[config.mk]
export PLATFORM = sky130hd
export DESIGN_NAME = datapath_ctrl
export DESIGN_NICKNAME = d
export VERILOG_FILES = /design/src/rtl/datapath_ctrl_pkg.sv /design/src/rtl/datapath_ctrl_instr_dec.sv /design/src/rtl/datapath_ctrl.sv
export SDC_FILE = /design/constraint.sdc
export NUM_CORES = 1
export LEC_CHECK = 0
export BUFFER_PORTS_ARGS = -buffer_cell sky130_fd_sc_hd__buf_4
export CAP_MARGIN = 40
export CELL_PAD_IN_SITES_DETAIL_PLACEMENT = 1
export CELL_PAD_IN_SITES_GLOBAL_PLACEMENT = 2
export CORE_ASPECT_RATIO = 1.4
export CORE_MARGIN = 10
export CORE_UTILIZATION = 31
export DETAILED_ROUTE_END_ITERATION = 16
export PLACE_DENSITY_LB_ADDON = 0.1
export SLEW_MARGIN = 0
export SYNTH_ARGS = -nofsm -noshare
export SYNTH_HDL_FRONTEND = slang
export SYNTH_SLANG_ARGS = --single-unit
[constraint.sdc]
create_clock -name clk -period 4.8 [get_ports clk]
set_input_delay 1.2 -clock clk [delete_from_list [all_inputs] [get_ports clk]]
set_output_delay 1.2 -clock clk [all_outputs]
set_load 0.02 [all_outputs]
[src/rtl/datapath_ctrl_pkg.sv]
// datapath_ctrl_pkg
//   Shared encodings for the datapath instruction sequencer: opcode and op
//   field values, ALU operation codes, the FSM state type and the decoded
//   instruction class used by instr_dec and datapath_ctrl.
package datapath_ctrl_pkg;

  localparam int DATA_W = 16;

  localparam logic [2:0] OPC_MOV = 3'b110;
  localparam logic [2:0] OPC_ALU = 3'b101;

  // op field, meaning depends on opcode
  localparam logic [1:0] OP_MOV_REG = 2'b00;
  localparam logic [1:0] OP_MOV_IMM = 2'b10;
  localparam logic [1:0] OP_ADD     = 2'b00;
  localparam logic [1:0] OP_CMP     = 2'b01;
  localparam logic [1:0] OP_AND     = 2'b10;
  localparam logic [1:0] OP_MVN     = 2'b11;

  localparam logic [1:0] ALU_ADD  = 2'b00;
  localparam logic [1:0] ALU_SUB  = 2'b01;
  localparam logic [1:0] ALU_AND  = 2'b10;
  localparam logic [1:0] ALU_NOTB = 2'b11;

  typedef enum logic [2:0] {
    ST_WAIT      = 3'd0,
    ST_DECODE    = 3'd1,
    ST_WRITE_IMM = 3'd2,
    ST_GET_A     = 3'd3,
    ST_GET_B     = 3'd4,
    ST_ALU       = 3'd5,
    ST_WRITE_REG = 3'd6
  } state_e;

  typedef enum logic [2:0] {
    CLS_MOV_IMM = 3'd0,
    CLS_MOV_REG = 3'd1,
    CLS_ADD     = 3'd2,
    CLS_CMP     = 3'd3,
    CLS_AND     = 3'd4,
    CLS_MVN     = 3'd5,
    CLS_ILLEGAL = 3'd6
  } instr_cls_e;

  function automatic logic [15:0] sext8(input logic [7:0] imm);
    return {{8{imm[7]}}, imm};
  endfunction

endpackage

[src/rtl/datapath_ctrl_instr_dec.sv]
// instr_dec
//   Purely combinational field extraction and legality decode of a 16-bit
//   instruction word.
//   Ports:
//     ir_i         instruction word
//     opcode_o     ir[15:13]
//     op_o         ir[12:11]
//     rn_o/rd_o/rm_o register indices ir[10:8] / ir[7:5] / ir[2:0]
//     sh_o         shifter control ir[4:3]
//     sximm8_o     sign-extended ir[7:0]
//     cls_o        instruction class
//     is_illegal_o 1 when the word is not a supported instruction
module instr_dec
  import datapath_ctrl_pkg::*;
(
  input  logic [15:0] ir_i,
  output logic [2:0]  opcode_o,
  output logic [1:0]  op_o,
  output logic [2:0]  rn_o,
  output logic [2:0]  rd_o,
  output logic [2:0]  rm_o,
  output logic [1:0]  sh_o,
  output logic [15:0] sximm8_o,
  output instr_cls_e  cls_o,
  output logic        is_illegal_o
);

  assign opcode_o = ir_i[15:13];
  assign op_o     = ir_i[12:11];
  assign rn_o     = ir_i[10:8];
  assign rd_o     = ir_i[7:5];
  assign sh_o     = ir_i[4:3];
  assign rm_o     = ir_i[2:0];
  assign sximm8_o = sext8(ir_i[7:0]);

  always_comb begin
    cls_o = CLS_ILLEGAL;
    if (opcode_o == OPC_MOV) begin
      if (op_o == OP_MOV_IMM)      cls_o = CLS_MOV_IMM;
      else if (op_o == OP_MOV_REG) cls_o = CLS_MOV_REG;
    end else if (opcode_o == OPC_ALU) begin
      unique case (op_o)
        OP_ADD:  cls_o = CLS_ADD;
        OP_CMP:  cls_o = CLS_CMP;
        OP_AND:  cls_o = CLS_AND;
        default: cls_o = CLS_MVN;
      endcase
    end
  end

  assign is_illegal_o = (cls_o == CLS_ILLEGAL);

endmodule

[src/rtl/datapath_ctrl.sv]
// datapath_ctrl
//   Instruction sequencer for the datapath block. Latches an instruction in
//   WAIT, decodes it and walks the register-read / ALU / write-back cycles.
//   All outputs are registered Moore outputs of the state being entered.
//
//   state     | meaning
//   ----------+------------------------------------------------
//   WAIT      | idle, w=1, accepts load / s
//   DECODE    | classify instruction, pulse illegal if unsupported
//   WRITE_IMM | write sximm8 into Rn
//   GET_A     | read Rn into A
//   GET_B     | read Rm into B
//   ALU       | run shifter+ALU, load C (or status for CMP)
//   WRITE_REG | write C into Rd
//
//   Ports: clk, reset (sync, active-high), load, in[15:0], s  -> inputs
//          w, illegal, readnum, writenum, write, vsel, loada, loadb, loadc,
//          loads, asel, bsel, shift, ALUop, datapath_in      -> outputs
//   Optional: DATAPATH_CTRL_RETIRE_CNT_EN adds retired[15:0], a wrapping
//   count of completed (non-illegal) instructions.
module datapath_ctrl
  import datapath_ctrl_pkg::*;
#(
  parameter int DW = 16
) (
  input  logic          clk,
  input  logic          reset,
  input  logic          load,
  input  logic [DW-1:0] in,
  input  logic          s,
  output logic          w,
  output logic          illegal,
  output logic [2:0]    readnum,
  output logic [2:0]    writenum,
  output logic          write,
  output logic          vsel,
  output logic          loada,
  output logic          loadb,
  output logic          loadc,
  output logic          loads,
  output logic          asel,
  output logic          bsel,
  output logic [1:0]    shift,
  output logic [1:0]    ALUop,
`ifdef DATAPATH_CTRL_RETIRE_CNT_EN
  output logic [15:0]   retired,
`endif
  output logic [DW-1:0] datapath_in
);

  state_e        state_q, state_d;
  logic [15:0]   ir_q, ir_d;

  logic [2:0]    opcode, rn, rd, rm;
  logic [1:0]    op, sh;
  logic [15:0]   sximm8;
  instr_cls_e    cls;
  logic          is_illegal;

  logic          w_d, illegal_d, write_d, vsel_d;
  logic          loada_d, loadb_d, loadc_d, loads_d, asel_d;
  logic [2:0]    readnum_d, writenum_d;
  logic [1:0]    shift_d, aluop_d;

  // Decoding ir_d rather than ir_q lets the registered outputs see a word
  // loaded in the same cycle as s; outside WAIT the two are identical.
  instr_dec u_dec (
    .ir_i        (ir_d),
    .opcode_o    (opcode),
    .op_o        (op),
    .rn_o        (rn),
    .rd_o        (rd),
    .rm_o        (rm),
    .sh_o        (sh),
    .sximm8_o    (sximm8),
    .cls_o       (cls),
    .is_illegal_o(is_illegal)
  );

  always_comb begin
    state_d = state_q;
    ir_d    = ir_q;
    unique case (state_q)
      ST_WAIT: begin
        if (load) ir_d = in;
        if (s)    state_d = ST_DECODE;
      end
      ST_DECODE: begin
        if (is_illegal) begin
          state_d = ST_WAIT;
        end else begin
          unique case (cls)
            CLS_MOV_IMM:          state_d = ST_WRITE_IMM;
            CLS_MOV_REG, CLS_MVN: state_d = ST_GET_B;
            default:              state_d = ST_GET_A;
          endcase
        end
      end
      ST_GET_A:     state_d = ST_GET_B;
      ST_GET_B:     state_d = ST_ALU;
      ST_ALU:       state_d = (cls == CLS_CMP) ? ST_WAIT : ST_WRITE_REG;
      ST_WRITE_IMM: state_d = ST_WAIT;
      ST_WRITE_REG: state_d = ST_WAIT;
      default:      state_d = ST_WAIT;
    endcase
  end

  // Output values for the state about to be entered.
  always_comb begin
    w_d        = 1'b0;
    illegal_d  = 1'b0;
    write_d    = 1'b0;
    vsel_d     = 1'b0;
    loada_d    = 1'b0;
    loadb_d    = 1'b0;
    loadc_d    = 1'b0;
    loads_d    = 1'b0;
    asel_d     = 1'b0;
    readnum_d  = 3'd0;
    writenum_d = 3'd0;
    shift_d    = 2'b00;
    aluop_d    = ALU_ADD;
    unique case (state_d)
      ST_WAIT:   w_d = 1'b1;
      ST_DECODE: illegal_d = is_illegal;
      ST_GET_A: begin
        readnum_d = rn;
        loada_d   = 1'b1;
      end
      ST_GET_B: begin
        readnum_d = rm;
        loadb_d   = 1'b1;
      end
      ST_ALU: begin
        shift_d = sh;
        aluop_d = (opcode == OPC_ALU) ? op : ALU_ADD;
        asel_d  = (cls == CLS_MOV_REG);
        loads_d = (cls == CLS_CMP);
        loadc_d = (cls != CLS_CMP);
      end
      ST_WRITE_IMM: begin
        writenum_d = rn;
        vsel_d     = 1'b1;
        write_d    = 1'b1;
      end
      ST_WRITE_REG: begin
        writenum_d = rd;
        write_d    = 1'b1;
      end
      default: w_d = 1'b0;
    endcase
  end

  always_ff @(posedge clk) begin
    if (reset) begin
      state_q     <= ST_WAIT;
      ir_q        <= '0;
      w           <= 1'b1;
      illegal     <= 1'b0;
      write       <= 1'b0;
      vsel        <= 1'b0;
      loada       <= 1'b0;
      loadb       <= 1'b0;
      loadc       <= 1'b0;
      loads       <= 1'b0;
      asel        <= 1'b0;
      bsel        <= 1'b0;
      readnum     <= 3'd0;
      writenum    <= 3'd0;
      shift       <= 2'b00;
      ALUop       <= ALU_ADD;
      datapath_in <= '0;
    end else begin
      state_q     <= state_d;
      ir_q        <= ir_d;
      w           <= w_d;
      illegal     <= illegal_d;
      write       <= write_d;
      vsel        <= vsel_d;
      loada       <= loada_d;
      loadb       <= loadb_d;
      loadc       <= loadc_d;
      loads       <= loads_d;
      asel        <= asel_d;
      bsel        <= 1'b0;
      readnum     <= readnum_d;
      writenum    <= writenum_d;
      shift       <= shift_d;
      ALUop       <= aluop_d;
      datapath_in <= sximm8;
    end
  end

`ifdef DATAPATH_CTRL_RETIRE_CNT_EN
  logic [15:0] retired_q;
  logic        retire_evt;

  // A completed instruction is the final step of any legal sequence.
  assign retire_evt = (state_q == ST_WRITE_IMM) || (state_q == ST_WRITE_REG) ||
                      ((state_q == ST_ALU) && (cls == CLS_CMP));

  always_ff @(posedge clk) begin
    if (reset)           retired_q <= 16'd0;
    else if (retire_evt) retired_q <= retired_q + 16'd1;
  end

  assign retired = retired_q;
`endif

endmodule

* Word level (Yosys, flattened, before mapping)
Index checks and enable logic that the tools add are counted.
Word-level totals: flip-flop bits (word level) 46, bits of input ports 20, output and inout port bits 36
Cells by class: eq/ne operators 19, multiplexer cells 19, bitwise operators 3, reduce and logical (&&, ||, !) cells 9
Operators by type and width (count):
- $mux W16 | 2
- $eq A3 B3 Y1 const B | 9
- $mux W3 | 7
- $pmux W3 S2 | 3
- $pmux W3 S5 | 1
- $eq A3 B2 Y1 const B | 4
- $eq A3 B1 Y1 const B | 3
- $logic_not A3 Y1 | 3
- $pmux W3 S3 | 1
- $reduce_or A2 Y1 | 4
- $mux W1 | 5
- $ne A3 B2 Y1 const B | 1
- $not A1 Y1 | 3
- $reduce_or A3 Y1 | 1
- $eq A2 B1 Y1 const B | 1
- $eq A2 B2 Y1 const B | 1
- $logic_not A2 Y1 | 1

* Logic depth before layout (Yosys ltp)
depth in word-level cells 14, mapped depth 8

* Hierarchy
A second synthesis with hierarchy kept.
Unflattened totals: cell total of the unflattened synthesis 201, area total of the unflattened synthesis 2234.6 um^2
By module, submodules not included:
- datapath_ctrl | instances 1, cells an instance 160, area each 1926.8 um^2
- instr_dec | instances 1, cells an instance 41, area each 307.8 um^2

* Worst setup path before layout
Ideal clock, no wire load.
path kind input to register, start input port load, end register writenum[2], library setup time 0.117 ns, arrival 2.598 ns, required time 4.683 ns, path slack 2.086 ns, stages 6, path through or4b_1 > buf_2 > or3_1 > a31oi_2 > a2111oi_4 > a22o_1
On the way: longest elaborated chain between the ends 13
RTL lines:
- from (decl) | RTL line datapath_ctrl.sv:28 | input logic load,
- $mux W16 (*) | RTL line datapath_ctrl.sv:85 | if (load) ir_d = in;
- $mux W16 (*) | RTL line datapath_ctrl.sv:83 | unique case (state_q)
- $eq A2 B2 Y1 (tied with other cells) | RTL line datapath_ctrl_instr_dec.sv:39, datapath_ctrl_instr_dec.sv:42
- $pmux W3 S3 or $mux W3 (tied branches) | RTL line datapath_ctrl_instr_dec.sv:42, datapath_ctrl_instr_dec.sv:40
- $mux W3, on equally long branches | RTL line datapath_ctrl_instr_dec.sv:41, datapath_ctrl_instr_dec.sv:39
- $mux W3 | RTL line datapath_ctrl_instr_dec.sv:38 | if (opcode_o == OPC_MOV) begin
- $eq A3 B1 Y1 or $eq A3 B3 Y1 (tied branches) | RTL line datapath_ctrl.sv:92 | unique case (cls)
- $reduce_or A2 Y1 | RTL line datapath_ctrl.sv:92
- $pmux W3 S2 | RTL line datapath_ctrl.sv:92
- $mux W3 | RTL line datapath_ctrl.sv:89 | if (is_illegal) begin
- $pmux W3 S5 | RTL line datapath_ctrl.sv:83
- $eq A3 B3 Y1 or $eq A3 B2 Y1 (tied branches) | RTL line datapath_ctrl.sv:123 | unique case (state_d)
- $pmux W3 S2 (*) | RTL line datapath_ctrl.sv:123
- to (signal assigned) | RTL line datapath_ctrl.sv:187 | writenum <= writenum_d;
- to (decl) | RTL line datapath_ctrl.sv:34 | output logic [2:0] writenum,
Every way passes the cells marked *; elsewhere a longest branch is shown, timed or not. A chain may end at the register's enable or synchronous reset.

* Worst setup path in the final report
Same ends and word-level chain as after synthesis.

==> results.toml <==
[run_status]
run_status = "completed"

[global_routing]
gr-usage-all-layers_pct = 11.2
antenna_found_initial = 0
gr-total-overflow = 0
grt_max_degree = 25
grt_pass1_vias = 1604
grt_first_pass_wirelength_um = 8310

[timing]
timing_worst_slew_pin_value_ps = 688
final_min_period_over_clock_period_pct = 59.5
skew_ps = 5.05
slew_viol_final = 0
final_sum_of_negative_setup_slack_ps = 0
setup_viol = 0
fmaxAchievable_ghz = 0.350
rsz_0062_raised_after_global_routing = "no"
final_period_minus_worst_setup_slack_ps = 2860
hold_viol_final = 0
hold-worst-slack_ps = 488
slew_headroom_pct = 53.5

[final_layout]
post-route-util_pct = 39.8
final_nets = 253
design_area_mm2 = 0.00217
antenna_cells_inserted = 0
num-fill-cells = 658
synthToLayoutAreaGrowth_pct = 26.0
post_route_cells_drive_above_1_share_pct = 29.1

[clocking]
cts_tree = "yes"
clock_tree.buffer_depth = 2
post_cts_resize_count = 0
cts_hold_buf = 0
root_buffer = "sky130_fd_sc_hd__clkbuf_8"
path_clk_slew_ps = 70
cts_buffers = 5
cts_setup_buffers = 0
clock_latency_at_the_later_pin_of_the_worst_skew_pair_ps = 290
clock_tree.htree_level_count = 2
numClockSinks = 38

[flow_run]
max_cap_viol_count = 0

[floorplanning]
initial_core_util_pct = 31.6
num_rows = 32
die_width_um = 83.0
floorplan.die_area_mm2 = 0.00897
die_h_um = 108
fp.coreArea_mm2 = 0.00545
boundary_pin_count = 56

[power_and_ir_drop]
irDropWorstVdd_mv = 0.166
power_frac_seq_pct = 48.1
power.share.combinational_pct = 14.0
p_int_w = 0.000520
power_frac_clock_pct = 37.9
switching_share_pct = 25.7
power-per-cell-area_mw_per_mm2 = 323
p_leak_nw = 0.910
power.switching_w = 0.000180

[route]
wirelength_um = 5030
post-route-drc-count = 0
routed-via-count = 1509
detail_route.first_pass.iterations = 4
drt_iter0_markers = 115
viasPerCell = 5.00
postRouteAntennaNets = 0
wl_per_cell_um = 16.7

[placement]
place.gp.congestion = 0.796
place_hpwl_um = 3810
postPlaceCellArea_mm2 = 0.00206
io_buffers = 54

[synthesis]
synth.top_cells.by_area = "sky130_fd_sc_hd__dfxtp_1 (44%), sky130_fd_sc_hd__buf_4 (7.4%), sky130_fd_sc_hd__nand2_1 (5.7%)"
mappedNetlistArea_mm2 = 0.00172
synth-edff-count = 0
ys_ff_latch = 38
dominant_synthesized_flop_cell = "sky130_fd_sc_hd__dfxtp_1"
synth.top_cell.area_share_pct = 44.2
synthDominantAreaCellType = "sky130_fd_sc_hd__dfxtp_1"
yosysWarnings = 0
synth_sequential_area_ratio_pct = 44.2
syn_area_per_cell_um2 = 8.69
synth_cell_type_count = 43
asyncSetResetFlopFracSynth_pct = 0
synth_cells = 198
synth_fp_nets = 218

[setup_path]
worst_setup_path_end_kind = "register"
timing.critical_path.fanout_max = 18
crit_path_start_kind = "input pin"
data_arrival_time_of_the_worst_path_ps = 3040
critPathKind = "in -> reg"
worstPathRequired_ps = 4980

[hold_path]
holdCritPathClass = "reg -> reg"
cell families after synthesis:
group | count (synthesis) | synth area share, %
AO/OA/AOI/OAI | 39 | 16.4
flip-flops | 38 | 44.2
XOR/XNOR | 1 | 0.509
AND/OR/NAND/NOR | 79 | 23.1
other | 1 | 0.218
buffers and inverters | 32 | 10.9
multiplexers | 8 | 4.65
path summary, 6_finish.rpt:
path,startpoint,endpoint,slack [ps],cells after the start
worst max-delay path,load,writenum[2],1940,6
worst max register to register,state_q[1],writenum[2],2420,5
worst min-delay path,datapath_in[2],datapath_in[2],490,2
worst min register to register,datapath_in[2],datapath_in[2],490,2
sequential cells by signal (all words and copies together) (netlist names):
name / flops
loadb: 1
ALUop: 2
asel: 1
readnum: 3
vsel: 1
datapath_in: 7
w: 1
loada: 1
ir_q: 9
writenum: 3
shift: 2
loads: 1
state_q: 3
loadc: 1
write: 1
illegal: 1
worst max-delay path, cell delays in order:
cell and delay (ps):
sky130_fd_sc_hd__buf_4 80, sky130_fd_sc_hd__or4b_1 760, sky130_fd_sc_hd__or3_1 480, sky130_fd_sc_hd__a31oi_2 210
sky130_fd_sc_hd__a2111oi_4 110, sky130_fd_sc_hd__a22o_1 200
final cells by class:
class	instances	area [um2]	area share [%]
tap	68	85.1	3.93
multi-input combinational	128	781	36.0
clock buffer	5	68.8	3.18
sequential	38	761	35.1
inverter	5	18.8	0.866
clock inverter	3	40.0	1.85
timing repair buffer	55	413	19.1
synthesized netlist by cell type (2+ instances only):
master	instances
sky130_fd_sc_hd__dfxtp_1	38
sky130_fd_sc_hd__nand2_1	26
sky130_fd_sc_hd__nor2_1	23
sky130_fd_sc_hd__buf_4	17
sky130_fd_sc_hd__a21oi_1	15
sky130_fd_sc_hd__mux2i_1	8
sky130_fd_sc_hd__nand3_1	7
sky130_fd_sc_hd__clkbuf_1	5
sky130_fd_sc_hd__inv_1	5
sky130_fd_sc_hd__o21a_1	4
sky130_fd_sc_hd__buf_2	3
sky130_fd_sc_hd__nor2b_1	3
sky130_fd_sc_hd__nor3b_1	3
sky130_fd_sc_hd__nor4b_1	3
sky130_fd_sc_hd__o21ai_1	3
sky130_fd_sc_hd__and2_1	2
sky130_fd_sc_hd__and4b_1	2
sky130_fd_sc_hd__buf_1	2
sky130_fd_sc_hd__nand4_1	2
sky130_fd_sc_hd__o211ai_1	2
sky130_fd_sc_hd__o21ai_0	2
sky130_fd_sc_hd__or3_1	2
layout by cell type (no fill, tap or decap), types with 2 or more instances in the layout:
| cell | count |
|---|---|
| sky130_fd_sc_hd__nor3b_1 | 3 |
| sky130_fd_sc_hd__nor4b_1 | 3 |
| sky130_fd_sc_hd__clkbuf_8 | 5 |
| sky130_fd_sc_hd__o21ai_0 | 2 |
| sky130_fd_sc_hd__and2_1 | 2 |
| sky130_fd_sc_hd__and4b_1 | 2 |
| sky130_fd_sc_hd__dfxtp_1 | 38 |
| sky130_fd_sc_hd__or3_1 | 2 |
| sky130_fd_sc_hd__buf_4 | 55 |
| sky130_fd_sc_hd__a21oi_1 | 15 |
| sky130_fd_sc_hd__inv_1 | 5 |
| sky130_fd_sc_hd__o21ai_1 | 3 |
| sky130_fd_sc_hd__nand2_1 | 26 |
| sky130_fd_sc_hd__mux2i_1 | 8 |
| sky130_fd_sc_hd__nand4_1 | 2 |
| sky130_fd_sc_hd__nand3_1 | 7 |
| sky130_fd_sc_hd__nor2_1 | 23 |
| sky130_fd_sc_hd__clkinv_2 | 2 |
| sky130_fd_sc_hd__nor2b_1 | 3 |
| sky130_fd_sc_hd__o211ai_1 | 2 |
| sky130_fd_sc_hd__o21a_1 | 4 |
metal layers:
layer | GRT usage, % | up-vias | routed length (um)
met4 | 5.12 | 0 | 147
li1 | - | 733 | -
met5 | 0 | - | 0
met2 | 19.4 | 41 | 2570
met3 | 3.39 | 10 | 212
met1 | 12.4 | 725 | 2100
metrics by stage:
step	power (W)	setup WS, ps	instances
floorplan	0.000410	2090	198
global placement	0.000441	1670	294
detailed placement	0.000444	1640	294
CTS	0.000713	1950	302
global route	0.000739	1760	302
finish	0.000700	1940	302
power by group through the flow:
| stage | logic, W | clock network, W | registers, W |
|---|---|---|---|
| 2_1_floorplan | 0.0000694 | 0 | 0.000340 |
| 3_3_place_gp | 0.0000980 | 0 | 0.000343 |
| 3_5_place_dp | 0.0000997 | 0 | 0.000344 |
| 4_1_cts | 0.000100 | 0.000276 | 0.000337 |
| 5_1_grt | 0.000108 | 0.000292 | 0.000339 |
| 6_report | 0.0000980 | 0.000265 | 0.000337 |
(Power assumes the default switching activity.)
